`config.mk`:
```
export PLATFORM = sky130hd
export DESIGN_NAME = hex_display_arbiter_flat
export DESIGN_NICKNAME = d
export VERILOG_FILES = /design/src/rtl/hex_display_arbiter_if.sv /design/src/rtl/hex_display_arbiter.sv /design/src/flat_wrapper.sv
export SDC_FILE = /design/constraint.sdc
export NUM_CORES = 1
export LEC_CHECK = 0
export CAP_MARGIN = 25
export CELL_PAD_IN_SITES_DETAIL_PLACEMENT = 2
export CELL_PAD_IN_SITES_GLOBAL_PLACEMENT = 2
export CORE_UTILIZATION = 24
export CTS_BUF_LIST = sky130_fd_sc_hd__clkbuf_2
export DETAILED_ROUTE_END_ITERATION = 6
export PLACE_DENSITY_LB_ADDON = 0.2
export REMOVE_ABC_BUFFERS = 1
export SLEW_MARGIN = 20
export SYNTH_ARGS = -nofsm -noshare
export SYNTH_HDL_FRONTEND = slang
export SYNTH_SLANG_ARGS = --single-unit
```
`constraint.sdc`:
```
create_clock -name clk -period 6.5 [get_ports clk]
set_clock_uncertainty 0.05 [all_clocks]
set_input_delay 0.975 -clock clk [delete_from_list [all_inputs] [get_ports clk]]
set_output_delay 0.975 -clock clk [all_outputs]
set_load 0.02 [all_outputs]
```
`src/rtl/hex_display_arbiter_if.sv`:
```
// Requester-side bus of the hex display arbiter.
// Requesters drive req/data; the arbiter answers with grant/ack.
interface hex_display_arbiter_if #(
  parameter int c_requesters = 4,
  parameter int c_data_len   = 64
);
  logic [c_requesters-1:0]            req;
  logic [c_requesters*c_data_len-1:0] data;
  logic [c_requesters-1:0]            grant;
  logic [c_requesters-1:0]            ack;

  modport master (output req, output data, input grant, input ack);
  modport slave  (input req, input data, output grant, output ack);
endinterface

```
`src/rtl/hex_display_arbiter.sv`:
```
// Round-robin arbiter sharing the dynamic half of the hex display word.
// The owner's value is latched only on a video frame boundary (scan at 0,0),
// and each owner keeps the display for c_dwell cycles unless nobody else
// is waiting. The static upper half is passed through with one register.
module hex_display_arbiter #(
  parameter int c_requesters = 4,
  parameter int c_data_len   = 64,
  parameter int c_static_len = 64,
  parameter int c_dwell      = 25000000
) (
  input  logic                                 clk,
  input  logic                                 resetn,
  hex_display_arbiter_if.slave                 bus,
  input  logic [c_static_len-1:0]              static_data,
  input  logic [6:0]                           x,
  input  logic [5:0]                           y,
  output logic [c_data_len+c_static_len-1:0]   display
);

  localparam int c_ptr_w = $clog2(c_requesters);
  localparam int c_cnt_w = $clog2(c_dwell);
  localparam logic [c_cnt_w-1:0] c_reload = c_cnt_w'(c_dwell - 1);
  localparam logic [c_ptr_w-1:0] c_last   = c_ptr_w'(c_requesters - 1);
  localparam logic [c_requesters-1:0] c_one = {{(c_requesters-1){1'b0}}, 1'b1};

  typedef enum logic [1:0] {IDLE, WAIT_FRAME, SHOW} state_t;

  state_t                  state_reg, state_next;
  logic [c_ptr_w-1:0]      rr_ptr_reg, rr_ptr_next;
  logic [c_ptr_w-1:0]      owner_reg, owner_next;
  logic [c_cnt_w-1:0]      cnt_reg, cnt_next;
  logic [c_requesters-1:0] grant_reg, grant_next;
  logic [c_requesters-1:0] ack_reg, ack_next;
  logic [c_data_len-1:0]   dyn_reg, dyn_next;
  logic [c_static_len-1:0] static_reg;
  logic                    at_origin_reg;

  logic [1:0]              rst_sync_reg;
  logic                    rst_n;
  logic                    at_origin;
  logic                    fb;
  logic [c_ptr_w-1:0]      sel;
  logic [c_ptr_w-1:0]      owner_inc;
  logic                    req_owner;
  logic                    others_pending;
  logic [c_data_len-1:0]   data_arr [c_requesters];

  // Reset asserts immediately but is released only on a clock edge.
  always_ff @(posedge clk or negedge resetn) begin
    if (!resetn) rst_sync_reg <= 2'b00;
    else         rst_sync_reg <= {rst_sync_reg[0], 1'b1};
  end
  assign rst_n = rst_sync_reg[1];

  genvar gi;
  generate
    for (gi = 0; gi < c_requesters; gi++) begin : g_unpack
      assign data_arr[gi] = bus.data[gi*c_data_len +: c_data_len];
    end
  endgenerate

  // One strobe per arrival at the origin, however long the scan sits there.
  assign at_origin      = (x == 7'd0) && (y == 6'd0);
  assign fb             = at_origin & ~at_origin_reg;
  assign owner_inc      = (owner_reg == c_last) ? '0 : owner_reg + 1'b1;
  assign req_owner      = bus.req[owner_reg];
  assign others_pending = |(bus.req & ~grant_reg);

  // First pending requester at or above rr_ptr, wrapping modulo N.
  always_comb begin
    logic found;
    found = 1'b0;
    sel   = rr_ptr_reg;
    for (int k = 0; k < c_requesters; k++) begin
      int idx;
      idx = int'(rr_ptr_reg) + k;
      if (idx >= c_requesters) idx = idx - c_requesters;
      if (!found && bus.req[idx]) begin
        found = 1'b1;
        sel   = c_ptr_w'(idx);
      end
    end
  end

  // Next-state and output logic of the ownership FSM.
  always_comb begin
    state_next  = state_reg;
    rr_ptr_next = rr_ptr_reg;
    owner_next  = owner_reg;
    cnt_next    = cnt_reg;
    grant_next  = grant_reg;
    ack_next    = '0;
    dyn_next    = dyn_reg;
    case (state_reg)
      IDLE: begin
        if (|bus.req) begin
          owner_next = sel;
          grant_next = c_one << sel;
          state_next = WAIT_FRAME;
        end
      end
      WAIT_FRAME: begin
        if (!req_owner) begin
          grant_next  = '0;
          rr_ptr_next = owner_inc;
          state_next  = IDLE;
        end else if (fb) begin
          dyn_next   = data_arr[owner_reg];
          ack_next   = grant_reg;
          cnt_next   = c_reload;
          state_next = SHOW;
        end
      end
      SHOW: begin
        if (!req_owner) begin
          // A dropping owner never gets a final latch.
          grant_next  = '0;
          rr_ptr_next = owner_inc;
          state_next  = IDLE;
        end else begin
          if (fb) dyn_next = data_arr[owner_reg];
          if (cnt_reg == '0) begin
            if (others_pending) begin
              grant_next  = '0;
              rr_ptr_next = owner_inc;
              state_next  = IDLE;
            end else begin
              cnt_next = c_reload;
            end
          end else begin
            cnt_next = cnt_reg - 1'b1;
          end
        end
      end
      default: state_next = IDLE;
    endcase
  end

  // State and output registers.
  always_ff @(posedge clk or negedge rst_n) begin
    if (!rst_n) begin
      state_reg     <= IDLE;
      rr_ptr_reg    <= '0;
      owner_reg     <= '0;
      cnt_reg       <= '0;
      grant_reg     <= '0;
      ack_reg       <= '0;
      dyn_reg       <= '0;
      static_reg    <= '0;
      at_origin_reg <= 1'b0;
    end else begin
      state_reg     <= state_next;
      rr_ptr_reg    <= rr_ptr_next;
      owner_reg     <= owner_next;
      cnt_reg       <= cnt_next;
      grant_reg     <= grant_next;
      ack_reg       <= ack_next;
      dyn_reg       <= dyn_next;
      static_reg    <= static_data;
      at_origin_reg <= at_origin;
    end
  end

  assign bus.grant = grant_reg;
  assign bus.ack   = ack_reg;
  assign display   = {static_reg, dyn_reg};

endmodule
```
`src/flat_wrapper.sv`:
```
// flat-port wrapper written by rule: the top's interface ports become plain ports
module hex_display_arbiter_flat 
#(
  parameter int c_requesters = 4,
  parameter int c_data_len   = 64,
  parameter int c_static_len = 64,
  parameter int c_dwell      = 25000000
)
  (clk, resetn, static_data, x, y, display, bus_req, bus_data, bus_grant, bus_ack);
  hex_display_arbiter_if #(.c_requesters(c_requesters), .c_data_len(c_data_len)) bus_i ();
  input  logic clk;
  input  logic resetn;
  input  logic [c_static_len-1:0] static_data;
  input  logic [6:0] x;
  input  logic [5:0] y;
  output logic [c_data_len+c_static_len-1:0] display;
  input wire logic [$bits(bus_i.req)-1:0] bus_req;
  input wire logic [$bits(bus_i.data)-1:0] bus_data;
  output wire logic [$bits(bus_i.grant)-1:0] bus_grant;
  output wire logic [$bits(bus_i.ack)-1:0] bus_ack;
  assign bus_i.req = bus_req;
  assign bus_i.data = bus_data;
  assign bus_grant = bus_i.grant;
  assign bus_ack = bus_i.ack;
  hex_display_arbiter #(.c_requesters(c_requesters), .c_data_len(c_data_len), .c_static_len(c_static_len), .c_dwell(c_dwell)) u_core (.clk(clk), .resetn(resetn), .bus(bus_i), .static_data(static_data), .x(x), .y(y), .display(display));
endmodule
```
# [Word-level counts from Yosys, hierarchy flattened]
# Cells that the tools add are included.
[totals] inputBits=339 register_bits=170 wordCells=125 output_inout_bits=136
[op_classes] addsub=9 eq_ne=12 n_lt_le_gt_ge=10 bitwise=5 mux=56 n_shift=1 n_reduce_logical=22
[op_table] operator="$bmux 64 s2" n=1
[op_table] operator="$lt 32x4->1 const B" n=4
[op_table] operator="$mux 32" n=4
[op_table] operator="$mux 64" n=2
[op_table] operator="$mux 25" n=5
[op_table] operator="$ge 32x4->1 const B" n=3
[op_table] operator="$sub 32x4->32 const B" n=3
[op_table] operator="$pmux 25 s2" n=1
[op_table] operator="$mux 4" n=8
[op_table] operator="$mux 2" n=15
[op_table] operator="$logic_not 25->1" n=1
[op_table] operator="$sub 25x1->25 const B" n=1
[op_table] operator="$mux 1" n=12
[op_table] operator="$pmux 4 s3" n=1
[op_table] operator="$bmux 1 s2" n=5
[op_table] operator="$reduce_and 5->1" n=2
[op_table] operator="$ne 3x3->1 const B" n=3
[op_table] operator="$ne 2x1->1 const B" n=4
[op_table] operator="$reduce_and 4->1" n=2
[op_table] operator="$reduce_or 4->1" n=2
[op_table] operator="$logic_not 7->1" n=1
[op_table] operator="$add 2x2->3 const B" n=2
[op_table] operator="$logic_not 6->1" n=1
[op_table] operator="$pmux 2 s3" n=1
[op_table] operator="25 further kinds" n=31

# [Depth between registers and ports, before layout]
# Gate-level depths: netlist (run 1).
[logic_depth] ltp_word=18 mapped_depth=9

# [Least setup slack after synthesis (run 1)]
# No wires, ideal clock.
[synth_path] kind="input to register" from="input port x[6]" to="register u_core.cnt_reg[12]" stages=7 t_required_ns=6.324 path_buffers=1 arrival_ns=3.173 path_slack_ns=3.151 setup_ns=0.126 path_cell_list="or4_1 -> nor4_4 -> a21boi_1 -> or3b_1 -> buf_2 -> or3_1 -> a221o_1"
[synth_via] elab_chain_cells=5
[synth_lines] element="start: declaration" line_no="flat_wrapper.sv:14" text="input logic [6:0] x;"
[synth_lines] element="$logic_not 7->1" line_no="hex_display_arbiter.sv:63" text="assign at_origin = (x == 7'd0) && (y == 6'd0);"
[synth_lines] element="$logic_and 1x1->1" line_no="hex_display_arbiter.sv:63"
[synth_lines] element="$and 1x1->1" line_no="hex_display_arbiter.sv:64" text="assign fb = at_origin & ~at_origin_reg;"
[synth_lines] element="$ne 2x1->1 (no line)"
[synth_lines] element="$reduce_and 5->1 (no line)"
[synth_lines] element="end signal: assignment" line_no="hex_display_arbiter.sv:155" text="cnt_reg <= cnt_next;"
[synth_lines] element="end: declaration" line_no="hex_display_arbiter.sv:31" text="logic [c_cnt_w-1:0] cnt_reg, cnt_next;"
# No other way between the ends.
# A chain may end at the register's enable or synchronous reset.

# [Worst setup path in the final report (run 1)]
# Ends and elaborated chain as after synthesis.

==> impl_metrics.env, run 1 <==
export IMPL_p_seq_share_pct=40.8
export IMPL_first_iter_violations=240
export IMPL_die_area_um2=33600
export IMPL_fp_coreArea_um2=32000
export IMPL_cts_tree="done"
export IMPL_synthArstFlopShare_pct=100
export IMPL_synth_edff_count=0
export IMPL_area_delta_synth_final_pct=69.9
export IMPL_initial_core_util_pct=24.7
export IMPL_wl_per_cell_um=24.9
export IMPL_ant_nets=0
export IMPL_cp_arrival_ns=3.94
export IMPL_yosys_warnings=0
export IMPL_cp_cell_sequence="clkdlybuf4s50_1 -> or4_1 -> nor4_4 -> a21boi_1 -> or3b_1 -> or3_1 -> a221o_1"
export IMPL_grt_pass1_wl_mm=51.6
export IMPL_cts_made_buffers=17
export IMPL_setup_viol=0
export IMPL_dp_hpwl_mm=29.2
export IMPL_syn_avg_cell_area_um2=15.0
export IMPL_syn_cell_area_um2=7880
export IMPL_die_height_um=183
export IMPL_yosysMostFrequentCell="dfrtp_1"
export IMPL_p_int_w=0.00194
export IMPL_grt_overflow_total=0
export IMPL_clk_latency_ns=0.83
export IMPL_vias=6710
export IMPL_run_status="finished clean"
export IMPL_critPathRequiredTime_ns=7.18
export IMPL_rsz0062_at_grt="no"
export IMPL_max_freq_mhz=306
export IMPL_dr_pass1_iters=4
export IMPL_holdBufCountCts=0
export IMPL_fin_nets=1342
export IMPL_fin_util_pct=41.9
export IMPL_finalCritPeriodShare_pct=50.2
export IMPL_worstSetupPathType="input port to flip-flop"
export IMPL_avgViaCountPerCell=4.63
export IMPL_die_x_um=183
export IMPL_ys_seq_area_share_pct=54.0
export IMPL_cp_top_family="simple AND/OR/NAND/NOR gates"
export IMPL_clk_pin_slew_ns=0.25
export IMPL_yosys_area_top_type_share_pct=54.0
export IMPL_cpPeakStageDelay_ns=0.59
export IMPL_final_cells=1449
export IMPL_clockRootBuffer="clkbuf_2"
export IMPL_fin_crit_ns=3.27
export IMPL_p_per_area_nw_per_um2=224
export IMPL_netlist_instances=525
export IMPL_cts_buffer_depth=2
export IMPL_worstMarginPinSlew_ns=0.968
export IMPL_slowest_stage="or4_1"
export IMPL_hold_viol_final=0
export IMPL_ys_top_cells_by_area="dfrtp_1 54%, mux4_2 19%, mux2_2 10%, a21oi_1 1.1%, clkbuf_1 1.1%"
export IMPL_io_buffers=474
export IMPL_antenna_found_initial=10
export IMPL_slew_violations=0
export IMPL_cp_num_buf_inv=1
export IMPL_h_tree_depth=4
export IMPL_ys_top_cells_by_count="170 x dfrtp_1, 73 x mux2_2, 65 x mux4_2"
export IMPL_io_pins=475
export IMPL_synth_seq_cells=170
export IMPL_crit_path_end_kind="flip-flop"
export IMPL_path_max_fanout=9
export IMPL_grt_pass1_vias=7484
export IMPL_synth_top_flop_cell="dfrtp_1"
export IMPL_combPwrFrac_pct=41.6
export IMPL_yosys_area_top_type="dfrtp_1"
export IMPL_grt_total_usage_pct=21.7
export IMPL_cts_sinks=170
export IMPL_total_power_w=0.00300
export IMPL_p_clk_share_pct=17.7
export IMPL_grt_max_degree=75
export IMPL_cts_setup_buffers=0
export IMPL_worstSetupStartpointType="input port"
export IMPL_relSlewSlack_pct=35.5
export IMPL_post_cts_resized=0
export IMPL_drv_cap=0
export IMPL_swShare_pct=35.5
export IMPL_layout_drive_gt1_share_pct=19.5
export IMPL_place_congestion=0.829
export IMPL_drcViolationCount=0
export IMPL_ir_drop_uv=174
export IMPL_yosysUniqueCellTypes=51
export IMPL_fp_row_count=65
export IMPL_hold_class="input port to async pin"
export IMPL_p_leak_nw=5.36
export IMPL_p_sw_w=0.00107
export IMPL_routed_wl_mm=36.0
export IMPL_tns_ns=0
export IMPL_dp_cells=1411
## cells by family (layout without fill, tap and decap cells)
kind of cell               Yosys count  count (layout)  synth area share (%)
DFF                                170             170                  54.0
muxes                              139             139                  29.1
and+or+nand+nor                    106             106                  8.38
AOI/OAI and AO/OA                   63              63                  5.37
buffers and inverters               38             523                  1.94
adders and majority gates            6               6                 0.952
xor gates and xnor gates             2               2                 0.222
other                                1               5                0.0476
## through the flow
| step | hold slack (ns) | cell area [um2] | setup WS (ns) |
|---|---|---|---|
| floorplan | 0.281 | 7760 | 0.805 |
| global placement | 0.288 | 13100 | 2.41 |
| detailed placement | 0.286 | 13100 | 2.32 |
| CTS | 0.121 | 13300 | 3.02 |
| global route | 0.126 | 13400 | 3.16 |
| finish | 0.239 | 13400 | 3.23 |
## area by class of cell
cell class	instances	area, um2
tap	435	544
sequential	170	4270
antenna	4	10.0
inverter	8	30.0
multi-input combinational	317	3490
clock buffer	17	85.1
timing repair buffer	483	4850
clock inverter	15	120
fill	3250	18600
## worst paths after layout
kind,cells after the start,slack (ns),start,end
min reg2reg,0,0.30,u_core.rst_sync_reg[1]$_DFF_PN0_,u_core.cnt_reg[18]$_DFFE_PN0P_
min in group clk,0,0.32,u_core.rst_sync_reg[0]$_DFF_PN0_,u_core.rst_sync_reg[1]$_DFF_PN0_
max in group asynchronous,1,4.88,u_core.rst_sync_reg[1]$_DFF_PN0_,u_core.owner_reg[0]$_DFFE_PN0P_
min,1,0.24,resetn,u_core.rst_sync_reg[1]$_DFF_PN0_
max reg2reg,8,3.30,u_core.cnt_reg[0]$_DFFE_PN0P_,u_core.cnt_reg[23]$_DFFE_PN0P_
max,7,3.23,x[6],u_core.cnt_reg[12]$_DFFE_PN0P_
## routing by layer
metal | routed length, um | global-route usage, % | up-vias
met5 | 55 | 0 | -
met4 | 558 | 5.23 | 8
met3 | 2530 | 7.53 | 35
met2 | 19100 | 38.4 | 222
met1 | 13800 | 24.8 | 3489
li1 | - | - | 2956
## cells in the final DEF (no fill, tap or decap), types with 3 or more instances in the layout
cell type        count
a21o_1               3
a21oi_1             18
a22o_1               3
a31oi_1              9
and2_1               4
buf_4                5
clkbuf_2            18
clkdlybuf4s50_1    474
clkinv_4             5
clkinvlp_4           3
dfrtp_1            167
dfrtp_4              3
diode_2              4
ha_1                 6
inv_1                8
mux2_2              73
mux4_2              65
nand2_1             17
nand2b_1             8
nor2_1              13
nor2b_1              5
nor3_1              10
nor3b_1              4
nor4_1               8
o21ai_0             11
o31ai_1              5
or2_2                6
or3_1                5
or3b_1               3
or4_1                9
or4_4                3
## power by group through the flow
stage	clock [W]	combinational, W	sequential (W)
after floorplan	0	0.000636	0.00136
final	0.000530	0.00125	0.00122
after CTS	0.000570	0.00127	0.00123
after detailed placement	0	0.00127	0.00125
after global placement	0	0.00126	0.00125
after global routing	0.000600	0.00134	0.00125
No activity file was read; power rests on OpenSTA's default activity.
==> run 2, diff against run 1 <==
clock period = 3.3 ns   (was 6.5 ns; I/O delays follow)
==> impl_metrics.env, run 2 (synthesis gave the netlist of run 1 again) <==
export IMPL_die_x_um=183
export IMPL_cts_buffer_depth=2
export IMPL_busiest_layer="met2"
export IMPL_setup_viol=0
export IMPL_worstSetupStartpointType="flip-flop"
export IMPL_max_freq_mhz=328
export IMPL_regToRegSetupSlack_ns=0.25
export IMPL_met3_usage_pct=6.51
export IMPL_dp_hpwl_mm=29.3
export IMPL_layout_drive_gt1_share_pct=19.4
export IMPL_finalCritPeriodShare_pct=92.5
export IMPL_avgViaCountPerCell=4.64
export IMPL_wl_per_cell_um=25.8
export IMPL_p_leak_nw=5.67
export IMPL_hp_start="static_data[1]"
export IMPL_critPathRequiredTime_ns=3.88
export IMPL_io_pins=475
export IMPL_r2r_start="u_core.cnt_reg[0]$_DFFE_PN0P_"
export IMPL_dp_cells=1424
export IMPL_h_tree_depth=4
export IMPL_first_iter_violations=176
export IMPL_final_cells=1517
export IMPL_grt_total_usage_pct=23.3
export IMPL_drv_cap=0
export IMPL_final_common_cell="clkdlybuf4s50_1"
export IMPL_worstMarginPinSlew_ns=0.964
export IMPL_clk_latency_ns=0.76
export IMPL_grt_pass1_wl_mm=55.7
export IMPL_tns_ns=0
export IMPL_routed_wl_mm=39.1
export IMPL_worstRegToRegCells=8
export IMPL_total_power_w=0.00624
export IMPL_grtUsageMet2_pct=41.9
export IMPL_io_buffers=474
export IMPL_initial_core_util_pct=24.7
export IMPL_relSlewSlack_pct=35.7
export IMPL_final_cell_mix="474 x clkdlybuf4s50_1, 167 x dfrtp_1, 73 x mux2_2, 65 x mux4_2, 54 x dlygate4sd3_1"
export IMPL_hold_depth=1
export IMPL_cts_sinks=170
export IMPL_gr_usage_met1_pct=26.0
export IMPL_cts_tree="done"
export IMPL_ir_drop_uv=436
export IMPL_p_sw_w=0.00218
export IMPL_crit_path_end_kind="flip-flop"
export IMPL_antenna_found_initial=13
export IMPL_rsz0062_at_grt="no"
export IMPL_clockRootBuffer="clkbuf_2"
export IMPL_fin_nets=1407
export IMPL_cp_arrival_ns=3.63
export IMPL_hold_end="u_core.static_reg[1]$_DFF_PN0_"
export IMPL_hold_viol_final=0
export IMPL_ant_nets=0
export IMPL_path_max_fanout=14
export IMPL_grt_overflow_total=0
export IMPL_p_clk_share_pct=19.6
export IMPL_place_congestion=0.781
export IMPL_slew_violations=0
export IMPL_die_area_um2=33600
export IMPL_fill_cells=3229
export IMPL_worstSetupPathType="flip-flop to flip-flop"
export IMPL_fp_row_count=65
export IMPL_combPwrFrac_pct=43.3
export IMPL_regToRegEndpoint="u_core.cnt_reg[23]$_DFFE_PN0P_"
export IMPL_run_status="finished clean"
export IMPL_area_delta_synth_final_pct=78.6
export IMPL_post_place_ws_ns=0.0889
export IMPL_die_height_um=183
export IMPL_p_int_w=0.00407
export IMPL_fp_coreArea_um2=32000
export IMPL_cts_made_buffers=17
export IMPL_drcViolationCount=0
export IMPL_dr_pass1_iters=4
export IMPL_setup_slack_ns=0.248
export IMPL_clk_pin_slew_ns=0.30
export IMPL_p_seq_share_pct=37.1
export IMPL_hold_class="input port to flip-flop"
export IMPL_post_cts_resized=0
export IMPL_grt_pass1_vias=7988
export IMPL_vias=7038
export IMPL_grt_max_degree=68
export IMPL_fin_crit_ns=3.05
export IMPL_p_per_area_nw_per_um2=443
export IMPL_swShare_pct=34.9
[run 2: changes by cell type in the layout (fill, tap and decap cells not counted), sizes merged]
cell         before  now
clkbuf           18   17
buf               8   20
diode             4    7
bufinv            0    2
dlygate4sd3       0   54
clkinvlp          3    1
[run 2: how the worst max path moves through the flow]
stage | from | endpoint | slack [ns] | cells after the start
2_1_floorplan | u_core.owner_reg[0]$_DFFE_PN0P_ | u_core.dyn_reg[0]$_DFFE_PN0P_ | -2.40 | 3
3_3_place_gp | x[1] | u_core.cnt_reg[12]$_DFFE_PN0P_ | 0.13 | 7
3_5_place_dp | x[1] | u_core.cnt_reg[12]$_DFFE_PN0P_ | 0.09 | 7
4_1_cts | u_core.cnt_reg[0]$_DFFE_PN0P_ | u_core.cnt_reg[23]$_DFFE_PN0P_ | 0.22 | 8
5_1_grt | u_core.cnt_reg[0]$_DFFE_PN0P_ | u_core.cnt_reg[23]$_DFFE_PN0P_ | 0.15 | 8
6_report | u_core.cnt_reg[0]$_DFFE_PN0P_ | u_core.cnt_reg[23]$_DFFE_PN0P_ | 0.25 | 8
[run 2: layout make-up]
type | instances | area (um2) | share of cell area, %
inverters | 8 | 30.0 | 0.213
diodes | 7 | 17.5 | 0.124
repair buffers | 548 | 5480 | 38.9
well taps | 435 | 544 | 3.87
multi-input cells | 317 | 3490 | 24.8
clock buffers | 17 | 85.1 | 0.604
clock inverters | 15 | 165 | 1.17
flip-flops and latches | 170 | 4270 | 30.3
[run 2: critical path, cell delays in order (launching register included)]
cell,delay (ns)
dfrtp_1,0.46
inv_1,0.10
ha_1,0.22
or3b_1,0.38
or4_4,0.53
or4_4,0.57
and4bb_4,0.31
nor3b_1,0.16
a21o_1,0.15
[run 2: metrics by stage]
step	hold WS (ns)	utilization (%)	cell area, um2
floorplan	0.149	-	7760
global placement	0.287	41.5	13300
detailed placement	0.289	41.5	13300
CTS	0.00120	43.9	14000
global route	0.00415	44.0	14100
finish	0.114	44.0	14100
[run 2: timing repair]
action	in CTS	in global routing
hold buffers	52	2
endpoints found under the hold margin	53	2
setup buffers	0	0
[run 2: routing by layer]
metal / vias up / share of wire (%)
met5: - / 0.14
met4: 8 / 2.9
met3: 58 / 6.4
met2: 261 / 53
met1: 3618 / 38
li1: 3093 / -
[run 2: power by group through the flow]
stage / clock, W / combinational, W / sequential [W]
after floorplan: 0 / 0.00125 / 0.00268
after global placement: 0 / 0.00266 / 0.00235
after detailed placement: 0 / 0.00267 / 0.00235
after CTS: 0.00127 / 0.00274 / 0.00232
after global routing: 0.00136 / 0.00289 / 0.00234
final: 0.00122 / 0.00270 / 0.00232
==> run 3, diff against run 2 <==
CORE_MARGIN = 2   (was unset)
PLACE_DENSITY = 0.92   (was unset)
PLACE_DENSITY_LB_ADDON = unset   (was 0.2)
==> impl_metrics.env, run 3 (synthesis gave the netlist of run 1 again) <==
export IMPL_run_status="finished clean"
export IMPL_fin_util_pct=43.8
export IMPL_hp_start="y[3]"
export IMPL_ant_nets=0
export IMPL_final_common_cell="clkdlybuf4s50_1"
export IMPL_grt_overflow_total=0
export IMPL_die_x_um=185
export IMPL_cts_buffer_depth=2
export IMPL_fp_coreArea_um2=32500
export IMPL_area_delta_synth_final_pct=80.3
export IMPL_max_freq_mhz=325
export IMPL_die_area_um2=34300
export IMPL_fp_row_count=66
export IMPL_first_iter_violations=278
export IMPL_worstSetupPathType="flip-flop to flip-flop"
export IMPL_fin_nets=1419
export IMPL_grt_max_degree=68
export IMPL_io_pins=475
export IMPL_initial_core_util_pct=24.3
export IMPL_cts_sinks=170
export IMPL_cts_setup_buffers=0
export IMPL_slowest_stage="or4_4"
export IMPL_ir_drop_uv=790
export IMPL_worstMarginPinSlew_ns=0.855
export IMPL_cp_arrival_ns=3.83
export IMPL_crit_top_cell="or4_4"
export IMPL_postLayoutCellArea_um2=14200
export IMPL_antenna_found_initial=4
export IMPL_finalCritPeriodShare_pct=93.3
export IMPL_r2r_start="u_core.cnt_reg[0]$_DFFE_PN0P_"
export IMPL_h_tree_depth=4
export IMPL_placed_area_um2=13300
export IMPL_dp_hpwl_mm=29.9
export IMPL_post_cts_resized=0
export IMPL_vias=7268
export IMPL_final_cells=1534
export IMPL_drcViolationCount=0
export IMPL_clk_latency_ns=0.86
export IMPL_grt_total_usage_pct=23.8
export IMPL_cp_num_buf_inv=1
export IMPL_crit_path_end_kind="flip-flop"
export IMPL_holdWs_ns=0.215
export IMPL_clk_pin_slew_ns=0.28
export IMPL_p_per_area_nw_per_um2=445
export IMPL_clockRootBuffer="clkbuf_2"
export IMPL_cpPeakStageDelay_ns=0.57
export IMPL_hold_class="input port to flip-flop"
export IMPL_fin_crit_ns=3.08
export IMPL_tns_ns=0
export IMPL_cts_tree="done"
export IMPL_rsz0062_at_grt="no"
export IMPL_path_max_fanout=14
export IMPL_grt_pass1_vias=8292
export IMPL_dp_cells=1432
export IMPL_cp_cell_sequence="inv_1 -> ha_1 -> or3b_1 -> or4_4 -> or4_4 -> and4bb_4 -> nor3b_1 -> a21o_1"
export IMPL_place_congestion=0.830
export IMPL_wl_per_cell_um=26.9
export IMPL_hold_viol_final=0
export IMPL_setup_viol=0
export IMPL_p_leak_nw=5.73
export IMPL_dr_pass1_iters=6
export IMPL_die_height_um=185
export IMPL_relSlewSlack_pct=43.0
export IMPL_avgViaCountPerCell=4.74
export IMPL_startpoint="u_core.cnt_reg[0]$_DFFE_PN0P_"
export IMPL_regToRegSetupSlack_ns=0.22
export IMPL_final_cell_mix="474 x clkdlybuf4s50_1, 167 x dfrtp_1, 73 x mux2_2, 65 x mux4_2, 65 x dlygate4sd3_1"
export IMPL_critPathRequiredTime_ns=4.05
export IMPL_routed_wl_mm=41.3
export IMPL_fill_cells=3218
export IMPL_slew_violations=0
export IMPL_layout_drive_gt1_share_pct=19.1
export IMPL_drv_cap=0
export IMPL_worstSetupStartpointType="flip-flop"
export IMPL_cts_made_buffers=17
export IMPL_io_buffers=474
export IMPL_grt_pass1_wl_mm=58.3
export IMPL_cp_top_family="simple AND/OR/NAND/NOR gates"
[run 3: cell count changes in the layout (fill, tap and decap cells not counted), sizes merged]
cell / delta
buf: +1
dlygate4sd3: +11
diode: -2
clkinv: -3
inv: +3
[run 3: power breakdown]
| part | total (W) | internal, W | switching, W |
|---|---|---|---|
| logic | 0.00276 | 0.00152 | 0.00124 |
| registers | 0.00232 | 0.00220 | 0.000120 |
| clock network | 0.00125 | 0.000369 | 0.000880 |
| total | 0.00633 | 0.00409 | 0.00224 |
[run 3: timing repair]
item,4_1_cts,5_1_grt
endpoints found under the setup margin,0,0
hold buffers,65,0
hold endpoints to repair,66,0
[run 3: area by class of cell]
| class | instances | area [um2] | area share (%) |
|---|---|---|---|
| clock inverter | 15 | 163 | 1.14 |
| timing repair buffer | 560 | 5620 | 39.5 |
| multi-input combinational | 317 | 3490 | 24.5 |
| inverter | 8 | 30.0 | 0.211 |
| tap | 442 | 553 | 3.89 |
| sequential | 170 | 4270 | 30.0 |
| antenna | 5 | 12.5 | 0.0880 |
| clock buffer | 17 | 85.1 | 0.599 |
[run 3: path summary, 6_finish.rpt]
kind / endpoint / cells after the start
max reg2reg: u_core.cnt_reg[23]$_DFFE_PN0P_ / 8
max: u_core.cnt_reg[23]$_DFFE_PN0P_ / 8
min in group asynchronous: u_core.static_reg[15]$_DFF_PN0_ / 0
min: u_core.at_origin_reg$_DFF_PN0_ / 3
max in group asynchronous: u_core.static_reg[45]$_DFF_PN0_ / 1
min reg2reg: u_core.static_reg[15]$_DFF_PN0_ / 0
[run 3: worst min-delay path, stage by stage]
cell	delay [ns]
clkdlybuf4s50_1	0.47
or4_1	0.12
nor3_1	0.05
[run 3: metal layers]
metal | part of all wire (%) | global-route usage (%)
met5 | 0.031 | 0
met1 | 35 | 25.2
met2 | 57 | 46.1
met4 | 2.7 | 8.57
met3 | 5.0 | 4.84
[run 3: stage by stage]
stage | worst slack, ns | power (W)
6_report | 0.220 | 0.00633
5_1_grt | 0.105 | 0.00665
4_1_cts | 0.211 | 0.00638
3_5_place_dp | 0.104 | 0.00503
3_3_place_gp | 0.144 | 0.00494
2_1_floorplan | -2.40 | 0.00393
